## src/rtl/alu_param_pipe.sv

```systemverilog
// alu_param_pipe: switch/button-driven ALU with a fixed two-cycle pipeline.
// Operands and the opcode are captured from i_switch on button rising edges.
// An operation runs only when a rising edge on i_start is seen while idle.
//
// Output contract: o_valid is a single-cycle pulse and there is no ready
// back-pressure. o_busy is high while an operation is in flight, and start
// edges seen during that time are dropped. o_result, o_flags and o_error
// change only in the cycle in which o_valid is high, or on reset.
module alu_param_pipe #(
  parameter int NB_DATA  = 8,
  parameter int NB_OP    = 6,
  parameter int NB_SHAMT = 3
) (
  input  logic               i_clock,
  input  logic               i_reset,
  input  logic [NB_DATA-1:0] i_switch,
  input  logic [2:0]         i_enable,
  input  logic               i_start,
  output logic [NB_DATA-1:0] o_result,
  output logic [3:0]         o_flags,
  output logic               o_valid,
  output logic               o_busy,
  output logic               o_error
);

  // MIPS funct encodings
  localparam logic [NB_OP-1:0] OP_ADD = NB_OP'(6'b100000);
  localparam logic [NB_OP-1:0] OP_SUB = NB_OP'(6'b100010);
  localparam logic [NB_OP-1:0] OP_AND = NB_OP'(6'b100100);
  localparam logic [NB_OP-1:0] OP_OR  = NB_OP'(6'b100101);
  localparam logic [NB_OP-1:0] OP_XOR = NB_OP'(6'b100110);
  localparam logic [NB_OP-1:0] OP_NOR = NB_OP'(6'b100111);
  localparam logic [NB_OP-1:0] OP_SLT = NB_OP'(6'b101010);
  localparam logic [NB_OP-1:0] OP_SLL = NB_OP'(6'b000000);
  localparam logic [NB_OP-1:0] OP_SRL = NB_OP'(6'b000010);
  localparam logic [NB_OP-1:0] OP_SRA = NB_OP'(6'b000011);

  localparam logic [NB_DATA-1:0] SHIFT_LIMIT = NB_DATA'(NB_DATA);

  typedef enum logic [1:0] {
    ST_IDLE = 2'd0,
    ST_EXEC = 2'd1,
    ST_DONE = 2'd2
  } state_t;

  // FSM state, readable hierarchically for checkers
  state_t state_q;

  // Button history: _q is the registered button, _qq the cycle before
  logic [2:0] en_q, en_qq;
  logic       start_q, start_qq;
  logic [2:0] en_rise;
  logic       start_rise;
  logic       single_load;

  // Programmed registers
  logic [NB_DATA-1:0] reg_a, reg_b;
  logic [NB_OP-1:0]   reg_op;

  // Operands frozen at start so that later loads cannot disturb an operation
  logic [NB_DATA-1:0] snap_a, snap_b;
  logic [NB_OP-1:0]   snap_op;

  // Combinational ALU outputs, computed from the snapshot
  logic [NB_DATA-1:0] alu_res;
  logic [3:0]         alu_flags;
  logic               alu_legal;

  logic [NB_DATA:0]      sum_ext, diff_ext;
  logic [NB_SHAMT-1:0]   shamt;
  logic                  shift_big;
  logic                  alu_c, alu_v;

  assign en_rise     = en_q & ~en_qq;
  assign start_rise  = start_q & ~start_qq;
  assign single_load = (en_rise == 3'b001) || (en_rise == 3'b010) ||
                       (en_rise == 3'b100);

  // Register the buttons twice so that a rising edge is seen exactly once
  always_ff @(posedge i_clock or posedge i_reset) begin
    if (i_reset) begin
      en_q     <= 3'b000;
      en_qq    <= 3'b000;
      start_q  <= 1'b0;
      start_qq <= 1'b0;
    end else begin
      en_q     <= i_enable;
      en_qq    <= en_q;
      start_q  <= i_start;
      start_qq <= start_q;
    end
  end

  // Load A, opcode or B when exactly one load button has just risen
  always_ff @(posedge i_clock or posedge i_reset) begin
    if (i_reset) begin
      reg_a  <= '0;
      reg_b  <= '0;
      reg_op <= '0;
    end else if (single_load) begin
      if (en_rise[0]) reg_a  <= i_switch;
      if (en_rise[1]) reg_op <= i_switch[NB_OP-1:0];
      if (en_rise[2]) reg_b  <= i_switch;
    end
  end

  assign sum_ext   = {1'b0, snap_a} + {1'b0, snap_b};
  assign diff_ext  = {1'b0, snap_a} - {1'b0, snap_b};
  assign shamt     = snap_b[NB_SHAMT-1:0];
  assign shift_big = (snap_b >= SHIFT_LIMIT);

  // Result, carry and overflow for the snapshotted operation
  always_comb begin
    alu_res   = '0;
    alu_c     = 1'b0;
    alu_v     = 1'b0;
    alu_legal = 1'b1;
    case (snap_op)
      OP_ADD: begin
        alu_res = sum_ext[NB_DATA-1:0];
        alu_c   = sum_ext[NB_DATA];
        alu_v   = (snap_a[NB_DATA-1] == snap_b[NB_DATA-1]) &&
                  (sum_ext[NB_DATA-1] != snap_a[NB_DATA-1]);
      end
      OP_SUB: begin
        alu_res = diff_ext[NB_DATA-1:0];
        // The extension bit of the difference is the borrow (A < B unsigned)
        alu_c   = diff_ext[NB_DATA];
        alu_v   = (snap_a[NB_DATA-1] != snap_b[NB_DATA-1]) &&
                  (diff_ext[NB_DATA-1] != snap_a[NB_DATA-1]);
      end
      OP_AND: alu_res = snap_a & snap_b;
      OP_OR:  alu_res = snap_a | snap_b;
      OP_XOR: alu_res = snap_a ^ snap_b;
      OP_NOR: alu_res = ~(snap_a | snap_b);
      OP_SLT: alu_res = {{(NB_DATA-1){1'b0}}, ($signed(snap_a) < $signed(snap_b))};
      OP_SLL: alu_res = shift_big ? '0 : (snap_a << shamt);
      OP_SRL: alu_res = shift_big ? '0 : (snap_a >> shamt);
      OP_SRA: alu_res = shift_big ? {NB_DATA{snap_a[NB_DATA-1]}}
                                  : NB_DATA'($signed(snap_a) >>> shamt);
      default: alu_legal = 1'b0;
    endcase
    alu_flags = {alu_res[NB_DATA-1], (alu_res == '0), alu_c, alu_v};
  end

  // Control FSM: snapshot on start, compute in EXEC, publish on entering DONE
  always_ff @(posedge i_clock or posedge i_reset) begin
    if (i_reset) begin
      state_q  <= ST_IDLE;
      snap_a   <= '0;
      snap_b   <= '0;
      snap_op  <= '0;
      o_result <= '0;
      o_flags  <= 4'b0000;
      o_valid  <= 1'b0;
      o_busy   <= 1'b0;
      o_error  <= 1'b0;
    end else begin
      o_valid <= 1'b0;
      case (state_q)
        ST_IDLE: begin
          if (start_rise) begin
            snap_a  <= reg_a;
            snap_b  <= reg_b;
            snap_op <= reg_op;
            o_busy  <= 1'b1;
            state_q <= ST_EXEC;
          end
        end
        ST_EXEC: begin
          // An illegal opcode keeps the previous result and flags
          if (alu_legal) begin
            o_result <= alu_res;
            o_flags  <= alu_flags;
          end
          o_error <= ~alu_legal;
          o_valid <= 1'b1;
          o_busy  <= 1'b0;
          state_q <= ST_DONE;
        end
        ST_DONE: begin
          state_q <= ST_IDLE;
        end
        default: begin
          state_q <= ST_IDLE;
          o_busy  <= 1'b0;
        end
      endcase
    end
  end

endmodule
```

## config.mk

```make
export PLATFORM = sky130hd
export DESIGN_NAME = alu_param_pipe
export DESIGN_NICKNAME = d
export VERILOG_FILES = /design/src/rtl/alu_param_pipe.sv
export SDC_FILE = /design/constraint.sdc
export NUM_CORES = 1
export LEC_CHECK = 0
export BUFFER_PORTS_ARGS = -buffer_cell sky130_fd_sc_hd__buf_2
export CAP_MARGIN = 20
export CELL_PAD_IN_SITES_DETAIL_PLACEMENT = 2
export CELL_PAD_IN_SITES_GLOBAL_PLACEMENT = 2
export CORE_MARGIN = 10
export CORE_UTILIZATION = 36
export DETAILED_ROUTE_END_ITERATION = 10
export PLACE_DENSITY_LB_ADDON = 0.1
export SLEW_MARGIN = 10
export SYNTH_ARGS = -nofsm -noshare
export SYNTH_HDL_FRONTEND = slang
export SYNTH_SLANG_ARGS = --single-unit
```

## constraint.sdc

```tcl
create_clock -name i_clock -period 2.7 [get_ports i_clock]
set_clock_uncertainty 0.2 [all_clocks]
set_input_delay 0.135 -clock i_clock [delete_from_list [all_inputs] [get_ports i_clock]]
set_output_delay 0.135 -clock i_clock [all_outputs]
set_load 0.005 [all_outputs]
```

# Word-level counts from Yosys, hierarchy flattened
# Index checks and enable logic that the tools add are counted.
[classes]
add_sub_neg = 2
n_lt_le_gt_ge = 2
n_eq_ne = 19
shift = 3
muxes = 12
bitwise_logic = 10
reduce_logical = 14
[ops]
columns = ["operator", "count"]
rows = [
  ["8-bit one-hot mux with 10 select lines", 1],
  ["6-bit == test, second input constant", 7],
  ["8-bit two-way mux", 3],
  ["6-bit by 2-bit == test with 1-bit output, second input constant", 2],
  ["2-bit AND reduction", 6],
  ["10-bit OR reduction", 1],
  ["8-bit by 8-bit adder with 9-bit output", 1],
  ["8-bit by 8-bit subtractor with 9-bit output", 1],
  ["8-bit bitwise AND", 1],
  ["8-bit by 4-bit >= comparator with 1-bit output, second input constant", 1],
  ["8-bit logical NOT", 1],
  ["8-bit less-than comparator", 1],
  ["8-bit inverter", 1],
  ["8-bit bitwise OR", 1],
  ["8-bit by 3-bit left shift with 8-bit output", 1],
  ["8-bit by 3-bit right shift with 8-bit output", 1],
  ["8-bit by 3-bit >>> shifter with 8-bit output", 1],
  ["8-bit bitwise XOR", 1],
  ["6-bit logical NOT", 1],
  ["1-bit one-hot mux with 2 select lines", 3],
  ["2-bit one-hot mux with 2 select lines", 1],
  ["3-bit bitwise AND", 1],
  ["3-bit by 1-bit == test with 1-bit output, second input constant", 1],
  ["3-bit by 2-bit == test with 1-bit output, second input constant", 1],
  ["14 further kinds", 22],
]
[totals]
reg_bits = 69
in_bits = 14
output_inout_bits = 15
word_cells = 78

# Depth between registers and ports, before layout
# Gate-level depths: netlist of run 1.
[logic_depth]
word_depth = 6
ltp_mapped = 12
depth_no_buf = 12

# Least setup slack after synthesis of run 1
# Ideal clock, no wire load.
[synth_path]
kind = "reg-to-reg"
from = "register snap_b[1]"
to = "register o_flags[2]"
setup_time_ps = 68
arrival_ps = 2683
t_required_ps = 2432
setup_slack_ps = -250
path_stages_with_launch = 12
n_path_buf = 1
synth_period_minus_slack_ps = 2950
path_cell_list = "dfrtp_1 buf_2 clkinv_1 ha_1 a21o_1 a22o_1 o21a_1 o21ai_0 nand2b_1 xnor2_1 a2111oi_1 a32o_1"
[synth_via]
elab_chain_len = 4
word_cells_on_any_way = 16
classes_between = "add/sub: 2; order compare: 2; shift: 3; mux: 4; bitwise: 4; reduce/logical: 1"
[synth_rtl]
columns = ["element", "line", "rtl"]
rows = [
  ["from (decl)", "61", "logic [NB_DATA-1:0] snap_a, snap_b;"],
  ["from (signal assigned)", "164", "snap_b <= reg_b;"],
  ["8-bit by 4-bit >= comparator with 1-bit output (tied with other cells)", "110", "assign shift_big = (snap_b >= SHIFT_LIMIT);"],
  ["8-bit two-way mux (tied with other cells)", "139", "OP_SRA: alu_res = shift_big ? {NB_DATA{snap_a[NB_DATA-1]}}"],
  ["8-bit one-hot mux with 10 select lines (*)", "118", "case (snap_op)"],
  ["8-bit logical NOT (*)", "143", "alu_flags = {alu_res[NB_DATA-1], (alu_res == '0), alu_c, alu_v};"],
  ["to (signal assigned)", "174", "o_flags <= alu_flags;"],
  ["to (decl)", "20", "output logic [3:0] o_flags,"],
]
# Mark *: on every way between the ends. The rest lies on a longest branch, timed or not.
# A chain may end at the register's enable or synchronous reset.

# Worst setup path after layout of run 1
[layout_path]
from = "register snap_a[1]"
to = "register o_flags[2]"
[layout_via]
elab_chain_len = 4
word_cells_on_any_way = 15
classes_between = "add/sub: 2; order compare: 1; shift: 3; mux: 4; bitwise: 4; reduce/logical: 1"
[layout_rtl]
columns = ["element", "line", "rtl"]
rows = [
  ["from (decl)", "61", ""],
  ["from (signal assigned)", "163", "snap_a <= reg_a;"],
  ["parallel branches: the longest is 2 deep, another holds 8-bit by 8-bit subtractor with 9-bit output", "n/a", ""],
  ["8-bit one-hot mux with 10 select lines (*)", "118", ""],
  ["8-bit logical NOT (*)", "143", ""],
]
# Mark *: on every way between the ends.

==> results of run 1 <==
## power by group through the flow
stage | registers [mW] | logic (mW) | clock network (mW)
after global placement | 1.45 | 2.48 | 0
after floorplan | 1.46 | 1.48 | 0
after global routing | 1.50 | 3.24 | 1.38
after detailed placement | 1.47 | 2.60 | 0
final | 1.47 | 2.96 | 1.31
after CTS | 1.46 | 2.72 | 1.34
## metrics by stage
step                      std cells  util [%]  setup TNS, ns  hold slack [ns]  area (um2)
after floorplan                 446         -        -0.0183          -0.0336        4390
after global placement          679      43.6         -0.265           0.0433        5220
after detailed placement        679      43.6         -0.647           0.0447        5220
after CTS                       708      48.2        -0.0930            0.178        5770
after global routing            714      49.6         -0.932            0.196        5930
final                           714      49.6         -0.282            0.174        5930
## final timing paths
check                      slack, ns    endpoint
max                            -0.19  o_flags[2]
min                             0.17    en_qq[1]
max reg2reg                    -0.19  o_flags[2]
min reg2reg                     0.17    en_qq[1]
max in group asynchronous       1.26   snap_b[0]
min in group asynchronous       0.42     o_valid
## final cells by class
class                   instances  area (um2)
multi-input cells             329        2690
well taps                     147         184
inverters                      26         103
flip-flops and latches         68        1700
clock inverters                 7        98.8
clock buffers                   9         225
fillers                      1254        6030
repair buffers                128         927
## per-layer routing
metal	global-route usage (%)	part of all wire, %
met5	0	0
met4	8.00	2.8
met3	2.92	3.3
met2	33.3	51
met1	23.7	43
## cells by family (layout without fill, tap and decap cells)
| family | count (synthesis) | in the layout | synth area share (%) |
|---|---|---|---|
| XOR/XNOR | 10 | 10 | 2.00 |
| adder cells (fa/ha/maj) | 27 | 27 | 8.07 |
| AO/OA/AOI/OAI | 111 | 111 | 17.4 |
| flip-flops | 68 | 68 | 38.9 |
| AND/OR/NAND/NOR | 133 | 133 | 15.8 |
| multiplexers | 48 | 48 | 13.1 |
| buffers and inverters | 49 | 170 | 4.75 |
## registers in the layout, summed over array words and instances (netlist names), 2 cells and up
name,flops
o_result,8
reg_a,8
reg_b,8
snap_a,8
snap_b,8
reg_op,6
snap_op,6
en_q,3
en_qq,3
o_flags,3
state_q,2
## repair_timing
action                                 in CTS  in global routing
setup buffers                               0                  6
pin swaps                                   4                 13
setup endpoints to repair                   6                  7
endpoints found under the hold margin      94                  0
resized for setup                          18                 25
hold buffers                               13                  0
## cells in the mapped netlist, types with 3 or more instances
cell type / instances
nand4_1: 4
nor3b_1: 3
clkbuf_1: 7
and3_1: 4
nand2_1: 51
a211oi_1: 10
dfrtp_1: 68
a31oi_1: 6
mux2i_1: 12
o211ai_1: 5
inv_1: 24
a21o_1: 5
o221ai_1: 3
o21ai_0: 33
nand2b_1: 6
nor3_1: 10
xnor2_1: 6
mux4_2: 4
xor2_1: 4
nor2b_1: 6
buf_2: 13
nor2_1: 24
o31ai_1: 4
ha_1: 25
nand3_1: 6
a21oi_1: 16
mux2_2: 32
## worst max-delay path: cells and delay by family, from the launching register on
family,cells,cell delay [ns]
compound gates,4,0.79
fa+ha+maj,1,0.43
buf+inv,1,0.19
flops,1,0.44
simple gates,4,0.74
==> results.toml, run 1 <==
[status]
status = "finished, violations left"
violations = "negative setup slack"

[worst_setup_path]
critPathMaxFanout = 4
cpPeakStageDelay_ns = 0.50
crit_slowest_cell = "or4_4"
reg2regPathDepth = 10
arrival_ns = 2.94
timing.rr.start = "snap_a[1]"
crit_type = "register to register"
cp-startpoint = "snap_a[1]"
path_cells = "buf_4 > fa_2 > nand2b_4 > a211oi_4 > o31ai_4 > nor2_2 > or4_4 > a21oi_4 > nor3_2 > a32o_1"
startpoint_type = "register"
end_kind = "register"
required_ns = 2.74

[route]
vias = 3984
ant_nets = 0
drc = 0
vias_per_cell = 5.58
routedWlPerCell_um = 22.6
routed_wirelength_um = 16100
drtIter0Drc = 186
dr.pass1.iters = 5

[yosys]
syn_area_mm2 = 0.00437
avgSynthCellArea_um2 = 9.80
yosys-top-cells-area = "dfrtp_1 39%, mux2_2 8.2%, ha_1 7.2%"
ys.flop_type = "dfrtp_1"
syn_inst = 446
synth_seq_cells = 68
synth_top_area_share_pct = 38.9
yosysWarnings = 0
ys_types = 69
yosys.area.top_type = "dfrtp_1"
yosysSeqAreaShare_pct = 38.9
synth_edf_count = 0
syn_nets = 487
async_flop_share_pct = 100

[sta]
finalWorstSetupSlack_ns = -0.194
slew_violations = 0
relSlewSlack_pct = 42.3
tightest_slew_ns = 0.866
min_period_ns = 2.89
setup_viol = 3
fmax_ghz = 0.346
hold_viol = 0
period_share_pct = 107
rsz0062_at_grt = "true"

[cts]
cts-buffers-inserted = 9
clk_latency_ns = 0.35
clock-root-buffer = "clkbuf_16"
htree_levels = 3
cts_sinks = 68
cts_tree = "yes"
cts_max_path_buffers = 2
clk_pin_slew_worst_paths_ns = 0.06

[pwr]
max-vdd-ir-drop_v = 0.000544
p_leak_nw = 2.60
seq_power_share_pct = 25.5
switching_power_mw = 2.30
pwr-share-comb_pct = 51.6
total_power_mw = 5.74
p_clk_share_pct = 22.8
internal_power_mw = 3.44
power_switching_share_pct = 40.0
powerDensity_mw_per_mm2 = 968

[die]
ioPinCount = 29
die_area_mm2 = 0.0170
rows = 40
core_mm2 = 0.0120
start_util_pct = 36.5
die_w_um = 130
dieHeight_um = 130

[final_layout]
area_growth_pct = 35.6
final_common_cell = "buf_4"
drive_gt1_share_pct = 38.4
num_antenna_cells = 0
mostFrequentLayoutCells = "86 x buf_4, 67 x dfrtp_1, 51 x nand2_1"
nNetsFinal = 603

[place]
io_buffer_count = 28
place_congestion = 0.895
dp_slack_ns = -0.223
dpl.hpwl_um = 11500

[global_routing]
antenna_found_initial = 0
grt.total_usage_pct = 19.4
grt_pass1_vias = 4363
grt_overflow = 0
grt_pass1_wl_um = 25000
grt_max_degree = 69

[flow_run]
drv_cap = 0

[worst_hold_path]
min_from = "en_q[1]"
holdPathStages = 0
hold_class = "register to register"
Note: power is estimated with default switching activity, not from simulation.
==> run 2, diff against run 1 <==
--- a/config.mk
+++ b/config.mk
@@ -12,7 +12,7 @@
 export CORE_MARGIN = 10
 export CORE_UTILIZATION = 36
 export DETAILED_ROUTE_END_ITERATION = 10
-export PLACE_DENSITY_LB_ADDON = 0.1
+export PLACE_DENSITY = 0.78
 export SLEW_MARGIN = 10
 export SYNTH_ARGS = -nofsm -noshare
 export SYNTH_HDL_FRONTEND = slang
==> run 2 against run 1 <==
  * The run still ends with negative setup slack left
  * First-iteration DRC count shrank 13%
  * Power grew 0.96%
  * Largest power group unchanged
  * Cell count grew 0.56%
  * Non-clock buffer count grew 4
  * Register-to-register slack lost 0.05 ns
==> results.toml, run 2 (synthesis results as in run 1) <==
[status]
status = "finished, violations left"
violations = "negative setup slack"

[route]
drc = 0
routed_wirelength_um = 17200
dr.pass1.iters = 4
ant_nets = 0
drtIter0Drc = 162
routedWlPerCell_um = 24.0
vias = 4051
vias_per_cell = 5.64

[worst_setup_path]
critPathMaxFanout = 3
crit_type = "register to register"
startpoint_type = "register"
cp-startpoint = "snap_a[0]"
arrival_ns = 2.98
end_kind = "register"
timing.rr.start = "snap_a[0]"
required_ns = 2.74

[pwr]
switching_power_mw = 2.38
p_leak_nw = 2.65
seq_power_share_pct = 25.7
power_switching_share_pct = 41.0
p_clk_share_pct = 20.6
pwr-share-comb_pct = 53.8
internal_power_mw = 3.42
powerDensity_mw_per_mm2 = 966
total_power_mw = 5.79
max-vdd-ir-drop_v = 0.000581

[sta]
setup_viol = 6
fmax_ghz = 0.340
tightest_slew_ns = 0.734
relSlewSlack_pct = 51.0
hold_viol = 0
finalWorstSetupSlack_ns = -0.240
min_period_ns = 2.94
tns_ns = -0.592
period_share_pct = 109
rsz0062_at_grt = "true"
slew_violations = 0

[die]
die_w_um = 130
start_util_pct = 36.5
dieHeight_um = 130
ioPinCount = 29
die_area_mm2 = 0.0170
core_mm2 = 0.0120
rows = 40

[place]
postPlaceCellArea_mm2 = 0.00525
dpl.hpwl_um = 11800
place_congestion = 0.936
io_buffer_count = 28

[cts]
cts_sinks = 68
cts_tree = "yes"
clock-root-buffer = "clkbuf_16"
clk_latency_ns = 0.36
htree_levels = 3
cts_max_path_buffers = 2
clk_pin_slew_worst_paths_ns = 0.06
cts-buffers-inserted = 9

[worst_hold_path]
hold_class = "register to register"
min_from = "en_q[2]"

[global_routing]
antenna_found_initial = 0
grt_pass1_vias = 4633
grt_overflow = 0
grt_max_degree = 36
grt.total_usage_pct = 20.2
grt_pass1_wl_um = 26000

[final_layout]
final_common_cell = "buf_4"
area_growth_pct = 37.2
drive_gt1_share_pct = 39.9
num_antenna_cells = 0
fillers = 1240
mostFrequentLayoutCells = "87 x buf_4, 68 x dfrtp_1, 51 x nand2_1"
fin_area_mm2 = 0.00600
nNetsFinal = 607

[flow_run]
drv_cap = 0
==> run 2: per-stage QoR <==
stage	setup slack [ns]	hold slack, ns	util, %	std cells
after floorplan	-0.0183	-0.0336	-	446
after global placement	-0.150	0.0437	43.8	679
after detailed placement	-0.173	0.0451	43.8	679
after CTS	-0.115	0.180	48.3	712
after global routing	-0.346	0.202	50.1	718
final	-0.240	0.176	50.1	718
==> run 2: metal layers <==
| layer | GRT usage (%) | wire length, um | share of wire, % |
|---|---|---|---|
| met5 | 0 | 0 | 0 |
| met4 | 8.33 | 626 | 3.6 |
| met3 | 5.40 | 759 | 4.4 |
| met2 | 36.8 | 9230 | 54 |
| met1 | 21.6 | 6600 | 38 |
==> run 2: worst max-delay path, cell delays in order, from the launching register on <==
cell and delay (ns):
dfrtp_1 0.40, inv_2 0.10, ha_4 0.14, inv_2 0.04
fa_2 0.39, nand2b_4 0.11, a211oi_4 0.07, o31ai_2 0.29
nor2_1 0.12, or4_4 0.51, a21oi_2 0.16, nor3_2 0.07
a32o_1 0.22
==> run 2: worst paths after layout <==
check | to | slack (ns) | depth (start not counted)
max | o_flags[2] | -0.24 | 12
max reg2reg | o_flags[2] | -0.24 | 12
min in group asynchronous | snap_op[4] | 0.27 | 3
min | en_qq[2] | 0.18 | 0
max in group asynchronous | snap_op[2] | 1.38 | 4
min reg2reg | en_qq[2] | 0.18 | 0
==> run 2: final cells by class <==
type	count	area [um2]	share of cell area, %
inverters	26	103	1.71
repair buffers	132	986	16.4
flip-flops and latches	68	1700	28.4
clock buffers	10	229	3.82
clock inverters	6	63.8	1.06
well taps	147	184	3.07
multi-input cells	329	2730	45.5
==> run 2: power groups by stage <==
stage / combinational [mW] / clock (mW) / sequential, mW
after floorplan: 1.48 / 0 / 1.46
after CTS: 2.76 / 1.19 / 1.47
after global routing: 3.37 / 1.27 / 1.52
after global placement: 2.49 / 0 / 1.46
after detailed placement: 2.62 / 0 / 1.48
final: 3.12 / 1.19 / 1.49
==> run 2: repair_timing <==
item,4_1_cts,5_1_grt
pin swaps,9,13
setup buffers,4,6
hold buffers,13,0
setup endpoints to repair,7,8
resized for setup,14,42
endpoints found under the hold margin,59,0
